**src/rtl/video_in_pkg.sv**
```systemverilog
// Shared types and defaults for the video input DMA controller.
// States, the Wishbone byte-select constant and default geometry.
package video_in_pkg;

   typedef enum logic [1:0] {
      IDLE  = 2'd0,
      WAIT  = 2'd1,
      BURST = 2'd2
   } state_e;

   localparam logic [3:0] WB_SEL_ALL      = 4'hF;
   localparam int         BURST_LEN_DEF   = 8;
   localparam int         FRAME_WORDS_DEF = 76800;

endpackage

```
**src/rtl/video_in_addr_gen.sv**
```systemverilog
// Frame address generator: write pointer, frame word counter, active/pending base swap.
// Flags frame end combinationally on the acknowledgment that completes the frame.
module video_in_addr_gen
   import video_in_pkg::*;
#(
   parameter int FRAME_WORDS = FRAME_WORDS_DEF
) (
   input  logic        clk,
   input  logic        RST,
   input  logic        cfg_vld,
   input  logic [31:0] cfg_base,
   input  logic        arm,
   input  logic        adv,
   output logic [31:0] ptr,
   output logic        frame_end,
   output logic        pending_valid
);

   localparam int CW = $clog2(FRAME_WORDS + 1);

   logic [31:0] ptr_q, ptr_d;
   logic [31:0] active_base_q, active_base_d;
   logic [31:0] pending_base_q, pending_base_d;
   logic        pending_valid_q, pending_valid_d;
   logic [CW-1:0] frame_cnt_q, frame_cnt_d;

   always_comb begin
      ptr_d           = ptr_q;
      active_base_d   = active_base_q;
      pending_base_d  = pending_base_q;
      pending_valid_d = pending_valid_q;
      frame_cnt_d     = frame_cnt_q;
      frame_end       = adv && (frame_cnt_q == CW'(FRAME_WORDS - 1));

      if (arm) begin
         active_base_d   = pending_base_q;
         ptr_d           = pending_base_q;
         pending_valid_d = 1'b0;
         frame_cnt_d     = '0;
      end else if (frame_end) begin
         frame_cnt_d = '0;
         if (pending_valid_q) begin
            active_base_d   = pending_base_q;
            ptr_d           = pending_base_q;
            pending_valid_d = 1'b0;
         end else begin
            ptr_d = active_base_q;
         end
      end else if (adv) begin
         ptr_d       = ptr_q + 32'd4;
         frame_cnt_d = frame_cnt_q + 1'b1;
      end

      // A new base lands after any swap, so a coincident write becomes the next pending base.
      if (cfg_vld) begin
         pending_base_d  = cfg_base;
         pending_valid_d = 1'b1;
      end
   end

   always_ff @(posedge clk or posedge RST) begin
      if (RST) begin
         ptr_q           <= '0;
         active_base_q   <= '0;
         pending_base_q  <= '0;
         pending_valid_q <= 1'b0;
         frame_cnt_q     <= '0;
      end else begin
         ptr_q           <= ptr_d;
         active_base_q   <= active_base_d;
         pending_base_q  <= pending_base_d;
         pending_valid_q <= pending_valid_d;
         frame_cnt_q     <= frame_cnt_d;
      end
   end

   assign ptr           = ptr_q;
   assign pending_valid = pending_valid_q;

endmodule

```
**src/rtl/video_in_dma_ctrl.sv**
```systemverilog
// Video input DMA: moves FIFO packs of BURST_LEN words to memory as Wishbone bursts.
// Optional VIDEO_IN_ERR_ABORT_EN: ERR_I ends the bus cycle and the pack resumes later.
module video_in_dma_ctrl
   import video_in_pkg::*;
#(
   parameter int BURST_LEN   = BURST_LEN_DEF,
   parameter int FRAME_WORDS = FRAME_WORDS_DEF
) (
   input  logic        clk,
   input  logic        RST,
   input  logic        nb_pack_available,
   input  logic [31:0] data_fifo,
   output logic        r_ack,
   input  logic [31:0] wb_reg_data,
   input  logic        wb_reg_ctr,
   output logic        interrupt,
   output logic        p_wb_STB_O,
   output logic        p_wb_CYC_O,
   output logic        p_wb_LOCK_O,
   output logic [3:0]  p_wb_SEL_O,
   output logic [31:0] p_wb_ADR_O,
   output logic [31:0] p_wb_DAT_O,
   input  logic        p_wb_ACK_I,
   input  logic        p_wb_ERR_I
);

   localparam int BW = $clog2(BURST_LEN + 1);

   if (BURST_LEN < 1) begin : g_chk_len
      $fatal(1, "video_in_dma_ctrl: BURST_LEN must be at least 1");
   end else if ((FRAME_WORDS % BURST_LEN) != 0) begin : g_chk_frame
      $fatal(1, "video_in_dma_ctrl: FRAME_WORDS must be a multiple of BURST_LEN");
   end

   state_e        state_q, state_d;
   logic [BW-1:0] burst_cnt_q, burst_cnt_d;
   logic          interrupt_q, interrupt_d;
   logic          arm;
   logic          word_ack;
   logic          frame_end;
   logic          pending_valid;
   logic [31:0]   ptr;

   assign word_ack = (state_q == BURST) && (p_wb_ACK_I || p_wb_ERR_I);

   video_in_addr_gen #(
      .FRAME_WORDS (FRAME_WORDS)
   ) u_addr_gen (
      .clk           (clk),
      .RST           (RST),
      .cfg_vld       (wb_reg_ctr),
      .cfg_base      (wb_reg_data & 32'hFFFF_FFFC),
      .arm           (arm),
      .adv           (word_ack),
      .ptr           (ptr),
      .frame_end     (frame_end),
      .pending_valid (pending_valid)
   );

   always_comb begin
      state_d     = state_q;
      burst_cnt_d = burst_cnt_q;
      interrupt_d = 1'b0;
      arm         = 1'b0;

      unique case (state_q)
         IDLE: begin
            if (pending_valid) begin
               arm     = 1'b1;
               state_d = WAIT;
            end
         end
         WAIT: begin
            if (nb_pack_available) begin
               state_d = BURST;
            end
         end
         BURST: begin
            if (word_ack) begin
               if (frame_end || (burst_cnt_q == BW'(BURST_LEN - 1))) begin
                  state_d     = WAIT;
                  burst_cnt_d = '0;
                  interrupt_d = frame_end;
               end else begin
                  // The count survives an aborted cycle so the resumed cycle finishes the pack.
                  burst_cnt_d = burst_cnt_q + 1'b1;
`ifdef VIDEO_IN_ERR_ABORT_EN
                  if (p_wb_ERR_I) begin
                     state_d = WAIT;
                  end
`endif
               end
            end
         end
         default: begin
            state_d     = IDLE;
            burst_cnt_d = '0;
         end
      endcase
   end

   always_ff @(posedge clk or posedge RST) begin
      if (RST) begin
         state_q     <= IDLE;
         burst_cnt_q <= '0;
         interrupt_q <= 1'b0;
      end else begin
         state_q     <= state_d;
         burst_cnt_q <= burst_cnt_d;
         interrupt_q <= interrupt_d;
      end
   end

   always_comb begin
      p_wb_CYC_O  = 1'b0;
      p_wb_STB_O  = 1'b0;
      p_wb_LOCK_O = 1'b0;
      p_wb_SEL_O  = 4'h0;
      p_wb_ADR_O  = 32'h0;
      p_wb_DAT_O  = 32'h0;
      if (state_q == BURST) begin
         p_wb_CYC_O  = 1'b1;
         p_wb_STB_O  = 1'b1;
         p_wb_LOCK_O = 1'b1;
         p_wb_SEL_O  = WB_SEL_ALL;
         p_wb_ADR_O  = ptr;
         p_wb_DAT_O  = data_fifo;
      end
   end

   assign r_ack     = word_ack;
   assign interrupt = interrupt_q;

endmodule

```
**config.mk**
```make
export PLATFORM = sky130hd
export DESIGN_NAME = video_in_dma_ctrl
export DESIGN_NICKNAME = d
export VERILOG_FILES = /design/src/rtl/video_in_pkg.sv /design/src/rtl/video_in_addr_gen.sv /design/src/rtl/video_in_dma_ctrl.sv
export SDC_FILE = /design/constraint.sdc
export NUM_CORES = 1
export LEC_CHECK = 0
export CAP_MARGIN = 20
export CORE_MARGIN = 10
export CORE_UTILIZATION = 46
export DETAILED_ROUTE_END_ITERATION = 6
export PLACE_DENSITY = 0.85
export REMOVE_ABC_BUFFERS = 1
export SYNTH_ARGS = -nofsm -noshare
export SYNTH_HDL_FRONTEND = slang
export SYNTH_HIERARCHICAL = 1
export SYNTH_SLANG_ARGS = --single-unit
```
**constraint.sdc**
```tcl
create_clock -name clk -period 3.73 [get_ports clk]
set_clock_uncertainty 0.15 [all_clocks]
set_input_delay 0.746 -clock clk [delete_from_list [all_inputs] [get_ports clk]]
set_output_delay 0.746 -clock clk [all_outputs]
set_load 0.01 [all_outputs]
```
==> impl_metrics.env <==
export IMPL_port_buffer_count=140
export IMPL_row_count=43
export IMPL_synthArstFlopShare_pct=100
export IMPL_io_pins=143
export IMPL_numCtsBuffers=17
export IMPL_path_buf_inv=3
export IMPL_synth_top_area_share_pct=46.3
export IMPL_clockRootBuffer="clkbuf_16"
export IMPL_p_leak_nw=3.49
export IMPL_finalSetupViolCount=0
export IMPL_slowest_delay_ns=0.59
export IMPL_seq_area_frac_synth_pct=46.3
export IMPL_postRouteAntennaNets=0
export IMPL_cts_resized=0
export IMPL_slew_limit_headroom_pct=34.6
export IMPL_fin_nets=862
export IMPL_yosysWarnings=6
export IMPL_grt_pass1_vias=5887
export IMPL_hold_viol_final=0
export IMPL_crit_family="buffers and inverters"
export IMPL_final_area_sq_um=8720
export IMPL_cts_buffer_depth=2
export IMPL_arrival_ns=2.26
export IMPL_post_cts_setup_buffer_count=0
export IMPL_clock_latency_ns=0.42
export IMPL_path_class="primary input to primary output"
export IMPL_synthFlopType="dfrtp_1"
export IMPL_reg2reg_from="state_q[0]"
export IMPL_dieArea_sq_um=19400
export IMPL_slowest_stage="clkdlybuf4s50_1"
export IMPL_dp_cells=950
export IMPL_avgSynthCellArea_sq_um=9.96
export IMPL_rsz0062_at_grt="no"
export IMPL_htreeDepth=4
export IMPL_critPathMostFrequentCell="clkdlybuf4s50_1"
export IMPL_yosys_area_top_type="dfrtp_1"
export IMPL_diodes=0
export IMPL_min_from="u_addr_gen/active_base_q[19]"
export IMPL_grt_pass1_wl_microns=30700
export IMPL_cts_tree="built"
export IMPL_start_util_pct=47.1
export IMPL_die_h_microns=139
export IMPL_drive_above_1_share_pct=14.8
export IMPL_critPathLaunchType="primary input"
export IMPL_grt_overflow=0
export IMPL_utilization_pct=62.8
export IMPL_crit_path_end_kind="primary output"
export IMPL_slew_viol_final=0
export IMPL_drv_cap=0
export IMPL_via_per_inst=5.78
export IMPL_drt_iter0_markers=503
export IMPL_peakVddDrop_mv=0.333
export IMPL_max_slew_worst_pin_slew_ns=0.978
export IMPL_yosys_top_cells_area="dfrtp_1 46%, mux2_2 8.4%, and2_1 6.2%"
export IMPL_finalPower_mw=6.85
export IMPL_status="finished, final reports clean"
export IMPL_dp_final_hpwl_microns=12900
export IMPL_coreArea_sq_um=13900
export IMPL_grt_antenna_before_repair=0
export IMPL_min_period_ns=3.16
export IMPL_via_count=5672
export IMPL_syn2layout_area_growth_pct=33.4
export IMPL_critPathLaunch="p_wb_ERR_I"
export IMPL_worstPathRequired_ns=2.83
export IMPL_fin_tns_setup_ns=0
export IMPL_ys_ff_latch=121
export IMPL_ctsHoldBuffers=0
export IMPL_post_route_period_util_pct=84.7
export IMPL_path_clk_slew_ns=0.06
export IMPL_worstPathCellList="clkdlybuf4s50_1, o21a_1, buf_4, clkdlybuf4s50_1"
export IMPL_placed_area_sq_um=8100
export IMPL_fmax_mhz=316
export IMPL_place_gp_congestion=0.874
export IMPL_grt_max_degree=53
export IMPL_critPathMaxFanout=16
export IMPL_routed_wl_microns=18600
export IMPL_syn_area_sq_um=6540
export IMPL_syn_inst=656
export IMPL_drc=0
export IMPL_stdcell_count=982
export IMPL_synth_edf_count=0
export IMPL_grt_total_usage_pct=19.1
export IMPL_wl_per_cell_microns=18.9
export IMPL_cts_sinks=121
export IMPL_hold_path_class="register to register"
export IMPL_n_fill_cell=1123
export IMPL_yosysMostFrequentCell="dfrtp_1"
export IMPL_first_pass_iters=5
export IMPL_synthTopCellsByCount="121 x dfrtp_1, 65 x and2_1, 54 x nand2_1, 50 x nor2_1, 49 x mux2_2"
export IMPL_die_x_microns=139
export IMPL_powerDensity_nw_per_um2=786
export IMPL_yosysUniqueCellTypes=68
cells in the final DEF (no fill, tap or decap), drive strengths merged, types with 18 or more instances in the layout:
cell,n
and2,65
a21oi,33
dfrtp,121
mux2i,24
mux2,49
buf,19
nand2,54
nand4,18
nor2,51
clkdlybuf4s50,139
nand3,28
clkbuf,21
stage by stage:
step | setup slack (ns) | hold slack (ns)
5_1_grt | 0.514 | 0.355
3_3_place_gp | 0.319 | 0.314
6_report | 0.569 | 0.342
3_5_place_dp | 0.290 | 0.329
2_1_floorplan | -1.34 | 0.299
4_1_cts | 0.565 | 0.342
report_power, final:
| part | leakage [nW] | internal [mW] | switching (mW) | total (mW) |
|---|---|---|---|---|
| logic | 1.75 | 1.47 | 1.55 | 3.02 |
| clock network | 0.283 | 1.10 | 0.598 | 1.70 |
| registers | 1.45 | 1.73 | 0.403 | 2.13 |
| total | 3.49 | 4.30 | 2.55 | 6.85 |
cells by family (layout without fill, tap and decap cells):
| logic type | Yosys count | after routing | synth area share [%] |
|---|---|---|---|
| simple gates | 264 | 264 | 21.5 |
| compound gates | 121 | 121 | 13.2 |
| flops | 121 | 121 | 46.3 |
| mux | 73 | 73 | 12.1 |
| buf+inv | 59 | 204 | 4.35 |
| xor+xnor | 14 | 14 | 1.88 |
| fa+ha+maj | 3 | 3 | 0.574 |
| other cells | 1 | 2 | 0.0574 |
registers in the layout (all words and copies together), names as in the netlist:
register and count:
state_q 2, u_addr_gen/ptr 32, interrupt 1, u_addr_gen/frame_cnt_q 17, u_addr_gen/active_base_q 32, u_addr_gen/pending_valid 1
u_addr_gen/pending_base_q 32, burst_cnt_q 4
final cells by class:
cell class | instances | area (sq um) | area share [%]
multi-input combinational | 477 | 3250 | 37.3
sequential | 121 | 3030 | 34.7
timing repair buffer | 158 | 1540 | 17.7
clock buffer | 21 | 470 | 5.40
tap | 180 | 225 | 2.58
clock inverter | 11 | 145 | 1.66
inverter | 14 | 55.1 | 0.632
layer usage:
layer | global-route usage, % | vias to the layer above | share of wire [%]
met1 | 23.2 | 2728 | 42
li1 | - | 2624 | -
met4 | 7.58 | 0 | 1.9
met5 | 0 | - | 0
met2 | 31.4 | 291 | 48
met3 | 5.41 | 29 | 8.5
final timing paths:
path	endpoint	slack, ns	cells after the start
min reg2reg	u_addr_gen/active_base_q[19]	0.34	2
max	r_ack	0.57	4
max reg2reg	u_addr_gen/active_base_q[25]	0.86	7
min	u_addr_gen/active_base_q[19]	0.34	2
min in group asynchronous	state_q[1]	0.52	2
max in group asynchronous	u_addr_gen/pending_base_q[25]	2.06	3
worst min-delay path, stage by stage (launching register included):
cell	delay, ns
dfrtp_1	0.34
nand2_1	0.05
o21ai_0	0.06
Power figures use the tool's default switching activity.
